File: src/rtl/ifu_pc_fetch.sv
// rtl/ifu_pc_fetch.sv - instruction fetch stage owning the architectural PC
module ifu_pc_fetch #(
   parameter logic [31:0] RESET_PC = 32'h8000_0000,
   parameter int unsigned CNT_W    = 32
) (
   input  logic             clk,
   input  logic             rst,
   input  logic [31:0]      next_pc,
   input  logic             next_pc_valid,
   output logic             imem_req_valid,
   input  logic             imem_req_ready,
   output logic [31:0]      imem_addr,
   input  logic             imem_rsp_valid,
   output logic             imem_rsp_ready,
   input  logic [31:0]      imem_rsp_data,
   input  logic             imem_rsp_err,
   output logic             inst_valid,
   input  logic             inst_ready,
   output logic [31:0]      inst,
   output logic [31:0]      pc,
   output logic             fetch_fault,
   output logic [1:0]       fault_cause,
   output logic [CNT_W-1:0] fetch_cnt
);

   typedef enum logic [2:0] {
      S_IDLE  = 3'd0,
      S_REQ   = 3'd1,
      S_RSP   = 3'd2,
      S_OUT   = 3'd3,
      S_WAIT  = 3'd4,
      S_FAULT = 3'd5
   } state_e;

   localparam logic [1:0] CAUSE_NONE      = 2'b00;
   localparam logic [1:0] CAUSE_ACCESS    = 2'b01;
   localparam logic [1:0] CAUSE_MISALIGN  = 2'b10;

   state_e           state_q, state_d;
   logic [31:0]      pc_q, pc_d;
   logic [31:0]      inst_q, inst_d;
   logic [1:0]       cause_q, cause_d;
   logic [CNT_W-1:0] cnt_q, cnt_d;
   logic             commit;

   // State and datapath registers; reset aborts any transaction in flight.
   always_ff @(posedge clk or negedge rst) begin
      if (!rst) begin
         state_q <= S_IDLE;
         pc_q    <= RESET_PC;
         inst_q  <= 32'h0000_0000;
         cause_q <= CAUSE_NONE;
         cnt_q   <= '0;
      end else begin
         state_q <= state_d;
         pc_q    <= pc_d;
         inst_q  <= inst_d;
         cause_q <= cause_d;
         cnt_q   <= cnt_d;
      end
   end

   // Next-state logic: fetch sequencing, commit of next_pc and fault capture.
   always_comb begin
      state_d = state_q;
      pc_d    = pc_q;
      inst_d  = inst_q;
      cause_d = cause_q;
      cnt_d   = cnt_q;
      commit  = 1'b0;

      case (state_q)
         S_IDLE: begin
            state_d = S_REQ;
         end
         S_REQ: begin
            if (imem_req_ready) begin
               state_d = S_RSP;
            end
         end
         S_RSP: begin
            if (imem_rsp_valid) begin
               if (imem_rsp_err) begin
                  cause_d = CAUSE_ACCESS;
                  state_d = S_FAULT;
               end else begin
                  inst_d  = imem_rsp_data;
                  state_d = S_OUT;
               end
            end
         end
         S_OUT: begin
            if (inst_ready) begin
               cnt_d = cnt_q + CNT_W'(1);
               // A single-cycle execute may commit in the handoff cycle itself.
               if (next_pc_valid) begin
                  commit = 1'b1;
               end else begin
                  state_d = S_WAIT;
               end
            end
         end
         S_WAIT: begin
            if (next_pc_valid) begin
               commit = 1'b1;
            end
         end
         S_FAULT: begin
            state_d = S_FAULT;
         end
         default: begin
            state_d = S_IDLE;
         end
      endcase

      // The PC takes the committed value even when it faults, so the faulting
      // address stays visible.
      if (commit) begin
         pc_d = next_pc;
         if (next_pc[1:0] != 2'b00) begin
            cause_d = CAUSE_MISALIGN;
            state_d = S_FAULT;
         end else begin
            state_d = S_REQ;
         end
      end
   end

   assign imem_req_valid = (state_q == S_REQ);
   assign imem_rsp_ready = (state_q == S_RSP);
   assign inst_valid     = (state_q == S_OUT);
   assign fetch_fault    = (state_q == S_FAULT);
   assign imem_addr      = pc_q;
   assign pc             = pc_q;
   assign inst           = inst_q;
   assign fault_cause    = cause_q;
   assign fetch_cnt      = cnt_q;

endmodule

File: config.mk
export PLATFORM = sky130hd
export DESIGN_NAME = ifu_pc_fetch
export DESIGN_NICKNAME = d
export VERILOG_FILES = /design/src/rtl/ifu_pc_fetch.sv
export SDC_FILE = /design/constraint.sdc
export NUM_CORES = 1
export LEC_CHECK = 0
export BUFFER_PORTS_ARGS = -buffer_cell sky130_fd_sc_hd__buf_2
export CELL_PAD_IN_SITES_DETAIL_PLACEMENT = 1
export CELL_PAD_IN_SITES_GLOBAL_PLACEMENT = 1
export CORE_MARGIN = 5
export CORE_UTILIZATION = 36
export CTS_CLUSTER_DIAMETER = 200
export DETAILED_ROUTE_END_ITERATION = 16
export PLACE_DENSITY = 0.89
export SYNTH_ARGS = -nofsm -noshare
export SYNTH_HDL_FRONTEND = slang
export SYNTH_SLANG_ARGS = --single-unit
File: constraint.sdc
create_clock -name clk -period 1.9 [get_ports clk]
set_input_delay 0.095 -clock clk [delete_from_list [all_inputs] [get_ports clk]]
set_output_delay 0.095 -clock clk [all_outputs]
set_load 0.01 [all_outputs]
==> metrics.md, run 1 <==
| Metric | Value |
|---|---|
| Outcome | `complete, no violations` |
| Slowest Stage Delay on Critical Path | `between 400 and 500 ps` |
| DRT antenna net count | `0` |
| Max Clk Rate | `about 560 MHz` |
| Leakage | `3.29 nW` |
| Final setup fails | `0` |
| Placer Congestion | `0.826` |
| Critical path class | `flip-flop to flip-flop` |
| CTS tree | `built` |
| CP top delay family | `buffers and inverters` |
| Fin nets | `667` |
| Routed WL | `13.7 mm` |
| Layout Skew | `7.31 ps` |
| Syn Nets | `419` |
| Critical path, cell by cell | `buf_4 -> nor3b_1 -> o21ai_4 -> buf_4 -> mux2_2` |
| Crit path max-delay cell type | `dfrtp_1` |
| R2R Path Start | `state_q[1]$_DFFE_PN0P_` |
| Io pins | `205` |
| Longest Clk Path Bufs | `2` |
| Initial antenna violation count | `0` |
| FF+latch count, synth | `101` |
| Num CTS Buffers | `9` |
| DR vias/cell | `around 4.8` |
| CTS resizes | `0` |
| Crit path DAT | `2010 ps` |
| GRT overflow | `0` |
| Min cycle time layout | `1780 ps` |
| Filler cell count | `1329` |
| Crit. End Element | `flip-flop` |
| Reg2reg path depth | `5` |
| Ys flop type | `dfrtp_1` |
| Worst hold slack | `around 12 ps` |
| # rows | `40` |
| Number of flops mapped to enable cells by yosys | `0` |
| Vias in the first global route | `4137` |
| Sequential share of the synthesized area | `56.3%` |
| HP Class | `input port to flip-flop` |
| CP dominant cell by count | `buf_4` |
| Syn_area_per_cell | `12.9 um^2` |
| Place WS | `about 130 ps` |
| Final std cells w/o fill | `768` |
| I/O Buffers | `204` |
| Final Max Tran Viols | `0` |
| First-pass DRT Iterations | `4` |
| Die Y | `~120 um` |
| Root buffer cell | `clkbuf_16` |
| Post-route setup slack | `approximately 120 ps` |
| Synth cell count leaders | `dfrtp_1, mux2_2, buf_4` |
| Crit Path Max Fanout | `28` |
| CP required | `2130 ps` |
| Setup_tns | `0 ps` |
| Pwr dens | `1340 nW/um^2` |
| DRT iter0 DRCs | `103` |
| # H-tree levels | `3` |
| Worst flop-to-flop path endpoint | `imem_addr[4]$_DFFE_PN0N_` |
| Setup crit start kind | `flip-flop` |
| Max VDD drop | `719 uV` |
| Final period utilization | `93.5%` |
| Syn. warnings | `0` |
| Setup crit end | `imem_addr[4]$_DFFE_PN0N_` |
| Die Wd | `122 um` |
| Post-synth ARST share | `100%` |
| WP buf/inv | `2` |
| Worst slew pin tran | `just under 600 ps` |
| Cell count along the critical path | `5` |
| Most frequent cell after synthesis | `dfrtp_1` |
| Mapped cell area | `4490 um^2` |
| Leading area contributor after synthesis | `dfrtp_1` |
| Clock transition at the registers of the reported paths | `70 ps` |
| Die ar. | `14800 um^2` |
| Distinct cell type count after synthesis | `39` |
| Pin count of the biggest net entering global routing | `45` |
| Via count | `roughly 3700` |
| Synth area leaders | `dfrtp_1, mux2_2, buf_4` |
| Initial core utilization | `37.1%` |
| Crit path from | `state_q[1]$_DFFE_PN0P_` |
| Slew HR | `61.2%` |
| Antenna diode count | `0` |
| FF-to-FF setup slack | `120 ps` |
| Syn Inst Count | `about 350` |
| RSZ-0062 raised after global routing | `no` |
| Final Hold Fails | `0` |
| First-pass GRT wire length | `around 21 mm` |
| CTS Sinks | `between 100 and 150` |
| Worst skew pair latency | `around 350 ps` |
| Syn-to-layout area delta | `44.7%` |
| Core area | `12100 um^2` |
| Max-cap violations | `0` |
| Dpl cells | `688` |
| Wire length per cell | `17.9 um` |
| DRC Markers | `0` |
| Share of cells above drive strength 1 | `51.2%` |
| Placed inst area | `5540 um^2` |
| Total GRT Usage | `18.7%` |
| Fin area | `6490 um^2` |
| DP Wirelength | `9.19 mm` |
| Top cell type's share of synthesized area | `between 50% and 60%` |
-- final cells by class --
cell class                 count  area, um^2  share of cell area, %
clock buffer                  11         253                   3.89
clock inverter                 5        58.8                  0.905
inverter                       6        22.5                  0.347
multi-input combinational    195        1640                   25.3
sequential                   101        2530                   38.9
tap                          168         210                   3.24
timing repair buffer         282        1780                   27.4
-- stage by stage --
stage | util, % | total power, W
4_1_cts | 53.6 | 0.00876
3_5_place_dp | 45.8 | 0.00670
6_report | 53.6 | 0.00871
2_1_floorplan | - | 0.00552
5_1_grt | 53.6 | 0.00920
3_3_place_gp | 45.8 | 0.00650
-- worst min-delay path by stage --
stage                from                   endpoint  depth (start not counted)
2_1_floorplan         rst   fault_cause[0]$_DFF_PN0_                          0
3_3_place_gp          rst  fetch_cnt[25]$_DFFE_PN0P_                          1
3_5_place_dp          rst  fetch_cnt[24]$_DFFE_PN0P_                          1
4_1_cts        next_pc[1]   imem_addr[1]$_DFFE_PN0N_                          2
5_1_grt        next_pc[1]   imem_addr[1]$_DFFE_PN0N_                          2
6_report       next_pc[1]   imem_addr[1]$_DFFE_PN0N_                          2
-- what timing repair did --
item / 4_1_cts / 5_1_grt
setup buffers: 0 / 0
endpoints found under the hold margin: 104 / 0
hold buffers: 64 / 0
-- routing by layer --
| layer | global-route usage, % | part of all wire, % |
|---|---|---|
| met1 | 18.6 | 36 |
| met2 | 35.5 | 55 |
| met3 | 6.13 | 7.2 |
| met4 | 7.70 | 2.5 |
| met5 | 0 | 0 |
-- worst register-to-register path: cells and delay by family (launching register included) --
family	cells	cell delay (ps)
buffers and inverters	2	450
flip-flops	1	430
AND/OR/NAND/NOR	1	380
multiplexers	1	330
AO/OA/AOI/OAI	1	70
-- registers in the layout, indices dropped and copies added, names as in the netlist --
| signal | flops |
|---|---|
| fault_cause | 2 |
| fetch_cnt | 32 |
| imem_addr | 32 |
| state_q | 3 |
| inst | 32 |
-- power by group --
part,total [W],switching (W),internal [W]
clock,0.00190,0.000808,0.00109
sequential,0.00345,0.000539,0.00291
combinational,0.00336,0.00170,0.00165
total,0.00871,0.00305,0.00565
-- kinds of logic (layout without fill, tap and decap cells) --
| group | after synthesis | count (layout) | share of synthesized area (%) |
|---|---|---|---|
| mux | 65 | 65 | 16.3 |
| compound gates | 10 | 10 | 1.53 |
| buf+inv | 51 | 304 | 7.28 |
| fa+ha+maj | 1 | 1 | 0.279 |
| simple gates | 88 | 88 | 12.2 |
| xor+xnor | 31 | 31 | 6.05 |
| flops | 101 | 101 | 56.3 |
-- cell usage in the layout (no fill, tap or decap), drive strengths merged, types with 3 or more instances in the layout --
cell         synthesis  final
a21oi                3      3
and3                 4      4
buf                 39    218
clkbuf               6     11
dfrtp              100    100
dlygate4sd3          0     64
inv                  6      6
mux2                64     64
nand2               15     15
nand3               14     14
nand4               15     15
nand4b               3      3
nor2                11     11
nor3                 6      6
nor3b                3      3
nor4                 6      6
xnor2               22     22
xor2                 9      9
(Power assumes the default switching activity.)
==> run 2, diff against run 1 <==
==> config.mk (replaced) <==
export PLATFORM = sky130hd
export DESIGN_NAME = ifu_pc_fetch
export DESIGN_NICKNAME = d
export VERILOG_FILES = /design/src/rtl/ifu_pc_fetch.sv
export SDC_FILE = /design/constraint.sdc
export NUM_CORES = 1
export LEC_CHECK = 0
export BUFFER_PORTS_ARGS = -buffer_cell sky130_fd_sc_hd__clkbuf_2
export CELL_PAD_IN_SITES_DETAIL_PLACEMENT = 1
export CELL_PAD_IN_SITES_GLOBAL_PLACEMENT = 1
export CORE_MARGIN = 5
export CORE_UTILIZATION = 32
export CTS_CLUSTER_DIAMETER = 200
export DETAILED_ROUTE_END_ITERATION = 16
export PLACE_DENSITY = 0.84
export SYNTH_ARGS = -nofsm -noshare
export SYNTH_HDL_FRONTEND = slang
export SYNTH_SLANG_ARGS = --single-unit
==> constraint.sdc (replaced) <==
create_clock -name clk -period 1.44 [get_ports clk]
set_input_delay 0.072 -clock clk [delete_from_list [all_inputs] [get_ports clk]]
set_output_delay 0.072 -clock clk [all_outputs]
set_load 0.01 [all_outputs]
==> run 2 against run 1 <==
The flow now finishes with violations (setup timing); via count up 7.8%; non-clock buffer count increased by 53; first-iteration DRC count grew 25%; power is 48% higher; global-route usage grew 0.11 points; register-to-register slack got worse by 410 ps; sequential share of layout area down 5.0 points.
==> metrics.md, run 2 (synthesized netlist as in run 1, its figures left out) <==
| Metric | Value |
|---|---|
| R2R Path Start | `state_q[0]$_DFFE_PN0P_` |
| Crit path max-delay cell type | `dfrtp_2` |
| Commonest non-fill, non-tap cell in the layout | `clkbuf_2` |
| Via count | `3939` |
| DRT antenna net count | `0` |
| Post-route setup slack | `-283 ps` |
| Crit Path Max Fanout | `7` |
| RSZ-0062 raised after global routing | `yes` |
| Final Hold Fails | `0` |
| Reg2reg path depth | `5` |
| Placed inst area | `about 6000 um^2` |
| Wire length per cell | `20.0 um` |
| Io pins | `205` |
| Final Max Tran Viols | `0` |
| Outcome | `complete, but fails checks` |
| Root buffer cell | `clkbuf_16` |
| Worst slew pin tran | `about 320 ps` |
| I/O Buffers | `204` |
| Layout Skew | `14.5 ps` |
| Final std cells w/o fill | `roughly 840` |
| DR vias/cell | `between 4 and 5` |
| Max VDD drop | `851 uV` |
| Total GRT Usage | `18.8%` |
| Critical path, cell by cell | `and4b_2 -> o21ai_4 -> buf_12 -> clkbuf_16 -> mux2_4` |
| Worst flop-to-flop path endpoint | `imem_addr[21]$_DFFE_PN0N_` |
| Filler cell count | `1464` |
| DP Wirelength | `10.3 mm` |
| Slew HR | `78.6%` |
| # rows | `43` |
| HP Class | `input port to flip-flop` |
| Pin count of the biggest net entering global routing | `46` |
| Routed WL | `16.7 mm` |
| Commonest cells after routing, fill and taps aside | `clkbuf_2, dfrtp_1, dlygate4sd3_1` |
| Dpl cells | `736` |
| Place WS | `-210 ps` |
| Pwr Total | `0.0129 W` |
| Vias in the first global route | `4354` |
| Crit. End Element | `flip-flop` |
| FF-to-FF setup slack | `-280 ps` |
| Worst hold path startpoint | `imem_rsp_err` |
| Syn-to-layout area delta | `66.5%` |
| DRC Markers | `0` |
| Pwr dens | `1730 nW/um^2` |
| Initial antenna violation count | `1` |
| Die ar. | `16500 um^2` |
| Max-cap violations | `0` |
| Fin area | `7470 um^2` |
| Clock transition at the registers of the reported paths | `80 ps` |
| First-pass DRT Iterations | `4` |
| GRT overflow | `0` |
| Hold EP | `fault_cause[0]$_DFF_PN0_` |
| Critical path class | `flip-flop to flip-flop` |
| Crit path DAT | `1960 ps` |
| CTS tree | `built` |
| DRT iter0 DRCs | `129` |
| Leakage | `a little under 4 nW` |
| Longest Clk Path Bufs | `2` |
| Initial core utilization | `around 32%` |
| Num CTS Buffers | `9` |
| Min cycle time layout | `1720 ps` |
| Final setup fails | `95` |
| Die Y | `128 um` |
| Final Util | `54.0%` |
| Failing checks | `setup timing` |
| Placer Congestion | `0.837` |
| CTS Sinks | `101` |
| Fin nets | `720` |
| Share of cells above drive strength 1 | `around three fifths` |
| Core area | `13800 um^2` |
| Max Clk Rate | `581 MHz` |
| First-pass GRT wire length | `around 24 mm` |
| # H-tree levels | `3` |
| Hold path cells | `3` |
| Final period utilization | `120%` |
| Slowest Stage Delay on Critical Path | `460 ps` |
| Worst skew pair latency | `360 ps` |
| Die Wd | `128 um` |
| Setup crit start kind | `flip-flop` |
| CP required | `1670 ps` |
run 2: critical path: cells and delay by family, from the launching register on:
kind	cells	cell delay [ps]
flip-flops	1	460
buffers and inverters	2	320
multiplexers	1	300
AND/OR/NAND/NOR	1	270
AO/OA/AOI/OAI	1	230
run 2: cell type report:
| class | count | area [um^2] | area share, % |
|---|---|---|---|
| well taps | 180 | 225 | 3.01 |
| clock buffers | 14 | 244 | 3.27 |
| inverters | 6 | 25.0 | 0.335 |
| clock inverters | 2 | 60.1 | 0.804 |
| diodes | 2 | 5.00 | 0.0670 |
| repair buffers | 335 | 2420 | 32.4 |
| flip-flops and latches | 101 | 2530 | 33.9 |
| multi-input cells | 195 | 1960 | 26.2 |
run 2: worst max path at each step:
stage | startpoint | to | slack (ps) | cells after the start
4_1_cts | state_q[2]$_DFFE_PN0P_ | fetch_cnt[20]$_DFFE_PN0P_ | -230 | 4
5_1_grt | state_q[0]$_DFFE_PN0P_ | imem_addr[21]$_DFFE_PN0N_ | -310 | 5
3_3_place_gp | state_q[2]$_DFFE_PN0P_ | fetch_cnt[20]$_DFFE_PN0P_ | -160 | 4
6_report | state_q[0]$_DFFE_PN0P_ | imem_addr[21]$_DFFE_PN0N_ | -280 | 5
3_5_place_dp | state_q[2]$_DFFE_PN0P_ | fetch_cnt[20]$_DFFE_PN0P_ | -210 | 4
2_1_floorplan | state_q[1]$_DFFE_PN0P_ | imem_addr[10]$_DFFE_PN0N_ | -170 | 5
run 2: metrics by stage:
step | setup TNS, ps | hold WS (ps)
floorplan | -11120 | -224
global placement | -6140 | -53.1
CTS | -15420 | 52.7
finish | -18760 | 72.2
detailed placement | -9350 | -45.7
global route | -24270 | 111
run 2: power by group:
group          switching, W  internal (W)
registers          0.000820       0.00385
logic               0.00264       0.00299
clock network       0.00107       0.00153
run 2: routing by layer:
| metal | global-route usage, % | up-vias | routed length (um) |
|---|---|---|---|
| li1 | - | 1784 | - |
| met1 | 20.0 | 2022 | 6160 |
| met2 | 36.0 | 109 | 9440 |
| met3 | 3.82 | 24 | 766 |
| met4 | 7.30 | 0 | 327 |
| met5 | 0 | - | 0 |
run 2: repair_timing:
item | CTS | global route
endpoints found under the hold margin | 164 | 0
setup endpoints to repair | 94 | 99
pin swaps | 4 | 10
cloned | 2 | 5
resized for setup | 16 | 64
setup buffers | 4 | 9
hold buffers | 65 | 0
==> run 3, diff against run 2 <==
--- a/config.mk
+++ b/config.mk
@@ -5,9 +5,10 @@
 export SDC_FILE = /design/constraint.sdc
 export NUM_CORES = 1
 export LEC_CHECK = 0
-export BUFFER_PORTS_ARGS = -buffer_cell sky130_fd_sc_hd__clkbuf_2
+export BUFFER_PORTS_ARGS = -buffer_cell sky130_fd_sc_hd__buf_2
 export CELL_PAD_IN_SITES_DETAIL_PLACEMENT = 1
 export CELL_PAD_IN_SITES_GLOBAL_PLACEMENT = 1
+export CORE_ASPECT_RATIO = 1.4
 export CORE_MARGIN = 5
 export CORE_UTILIZATION = 32
 export CTS_CLUSTER_DIAMETER = 200
==> run 3 against run 2 <==
The flow still finishes with violations (setup timing); sequential cell count unchanged; hold slack got worse by 38 ps; utilization decreased by 3.5 points; wire length decreased by 4.9%; critical path type unchanged; largest cell class unchanged.
==> metrics.md, run 3 (synthesized netlist as in run 1, its figures left out) <==
| Metric | Value |
|---|---|
| Outcome | `complete, but fails checks` |
| Failing checks | `setup timing` |
| R2R Path Start | `state_q[2]$_DFFE_PN0P_` |
| DRC Markers | `0` |
| Worst slew pin tran | `568 ps` |
| Num CTS Buffers | `9` |
| Vias in the first global route | `4354` |
| Syn-to-layout area delta | `56.0%` |
| First-pass GRT wire length | `approximately 24 mm` |
| Commonest cells after routing, fill and taps aside | `buf_2, dfrtp_1, dlygate4sd3_1` |
| Core area | `13800 um^2` |
| CTS tree | `built` |
| I/O Buffers | `204` |
| Critical path, cell by cell | `buf_4 -> nor3b_4 -> o21ai_4 -> buf_12 -> mux2_2` |
| GRT overflow | `0` |
| Clock transition at the registers of the reported paths | `80 ps` |
| Final setup fails | `91` |
| Layout Skew | `about 8 ps` |
| Post-route setup slack | `-238 ps` |
| Share of cells above drive strength 1 | `58.4%` |
| WP buf/inv | `2` |
| HP Class | `input port to flip-flop` |
| Slowest Stage Delay on Critical Path | `400 ps` |
| Die Wd | `between 100 and 150 um` |
| Crit path max-delay cell type | `dfrtp_1` |
| DP Wirelength | `around 11 mm` |
| Fin nets | `701` |
| Io pins | `~210` |
| Worst skew pair latency | `350 ps` |
| Worst hold slack | `33.7 ps` |
| Initial core utilization | `approximately a third` |
| Pwr Total | `0.0120 W` |
| Max-cap violations | `0` |
| Crit path DAT | `about 1900 ps` |
| Initial antenna violation count | `2` |
| CP required | `1670 ps` |
| Wire length per cell | `19.3 um` |
| Setup crit start kind | `flip-flop` |
| Min cycle time layout | `1680 ps` |
| Routed WL | `between 15 and 20 mm` |
| Filler cell count | `between 1000 and 1500` |
| Root buffer cell | `clkbuf_16` |
| CTS Sinks | `101` |
| RSZ-0062 raised after global routing | `yes` |
| Worst hold path startpoint | `next_pc[0]` |
| First-pass DRT Iterations | `4` |
| Leakage | `3.59 nW` |
| Longest Clk Path Bufs | `2` |
| Final period utilization | `117%` |
| Critical path class | `flip-flop to flip-flop` |
| Final Util | `roughly half` |
| Final Max Tran Viols | `0` |
| CP top delay family | `buffers and inverters` |
| Pin count of the biggest net entering global routing | `102` |
| # rows | `51` |
| Placer Congestion | `0.794` |
| Total GRT Usage | `19.0%` |
| Max Clk Rate | `596 MHz` |
| Die ar. | `between 15000 and 20000 um^2` |
| DR vias/cell | `4.64` |
| Final Hold Fails | `0` |
| Crit Path Max Fanout | `36` |
| Placed inst area | `5940 um^2` |
| Die Y | `150 um` |
| Pwr dens | `1710 nW/um^2` |
| DRT iter0 DRCs | `between 100 and 150` |
| DRT antenna net count | `0` |
| Commonest non-fill, non-tap cell in the layout | `buf_2` |
| Setup_tns | `-12310 ps` |
| Slew HR | `~62%` |
| Max VDD drop | `828 uV` |
| Crit. End Element | `flip-flop` |
| Crit path from | `state_q[2]$_DFFE_PN0P_` |
| # H-tree levels | `3` |
| Via count | `between 3000 and 4000` |
| Fin area | `7000 um^2` |
run 3: cell type report:
cell class	count	area (um^2)	share of cell area, %
well taps	185	231	3.31
repair buffers	316	2090	29.9
flip-flops and latches	101	2530	36.2
inverters	6	25.0	0.357
clock inverters	5	48.8	0.697
diodes	2	5.00	0.0715
clock buffers	11	253	3.61
multi-input cells	195	1810	25.9
run 3: worst paths after layout:
| check | end | slack (ps) | cells after the start |
|---|---|---|---|
| worst min-delay path | imem_addr[0]$_DFFE_PN0N_ | 30 | 2 |
| min in group asynchronous | state_q[1]$_DFFE_PN0P_ | 320 | 3 |
| worst max register to register | imem_addr[6]$_DFFE_PN0N_ | -240 | 5 |
| worst max-delay path | imem_addr[6]$_DFFE_PN0N_ | -240 | 5 |
| worst min register to register | fetch_cnt[31]$_DFFE_PN0P_ | 470 | 1 |
| max in group asynchronous | fetch_cnt[2]$_DFFE_PN0P_ | 630 | 3 |
run 3: timing repair:
| action | in CTS | in global routing |
|---|---|---|
| endpoints found under the setup margin | 93 | 97 |
| buffers inserted | 0 | 3 |
| pin swaps | 5 | 4 |
| resized for setup | 11 | 14 |
| hold buffers | 63 | 0 |
| hold endpoints to repair | 162 | 0 |
run 3: power by group:
| part | leakage (nW) | total [W] | switching [W] | internal, W |
|---|---|---|---|---|
| sequential | 1.27 | 0.00461 | 0.000772 | 0.00384 |
| clock | 0.151 | 0.00245 | 0.00114 | 0.00131 |
| combinational | 2.16 | 0.00489 | 0.00246 | 0.00243 |
run 3: layer usage:
metal	share of wire, %	global-route usage [%]	vias to the layer above
met5	0	0	-
met4	3.4	8.93	0
met3	5.4	4.03	38
met2	56	35.9	121
met1	35	19.4	1904
li1	-	-	1746
run 3: stage by stage:
step / worst slack, ps / instances
2_1_floorplan: -171 / 347
3_3_place_gp: -140 / 737
3_5_place_dp: -210 / 737
4_1_cts: -208 / 816
5_1_grt: -279 / 821
6_report: -238 / 821
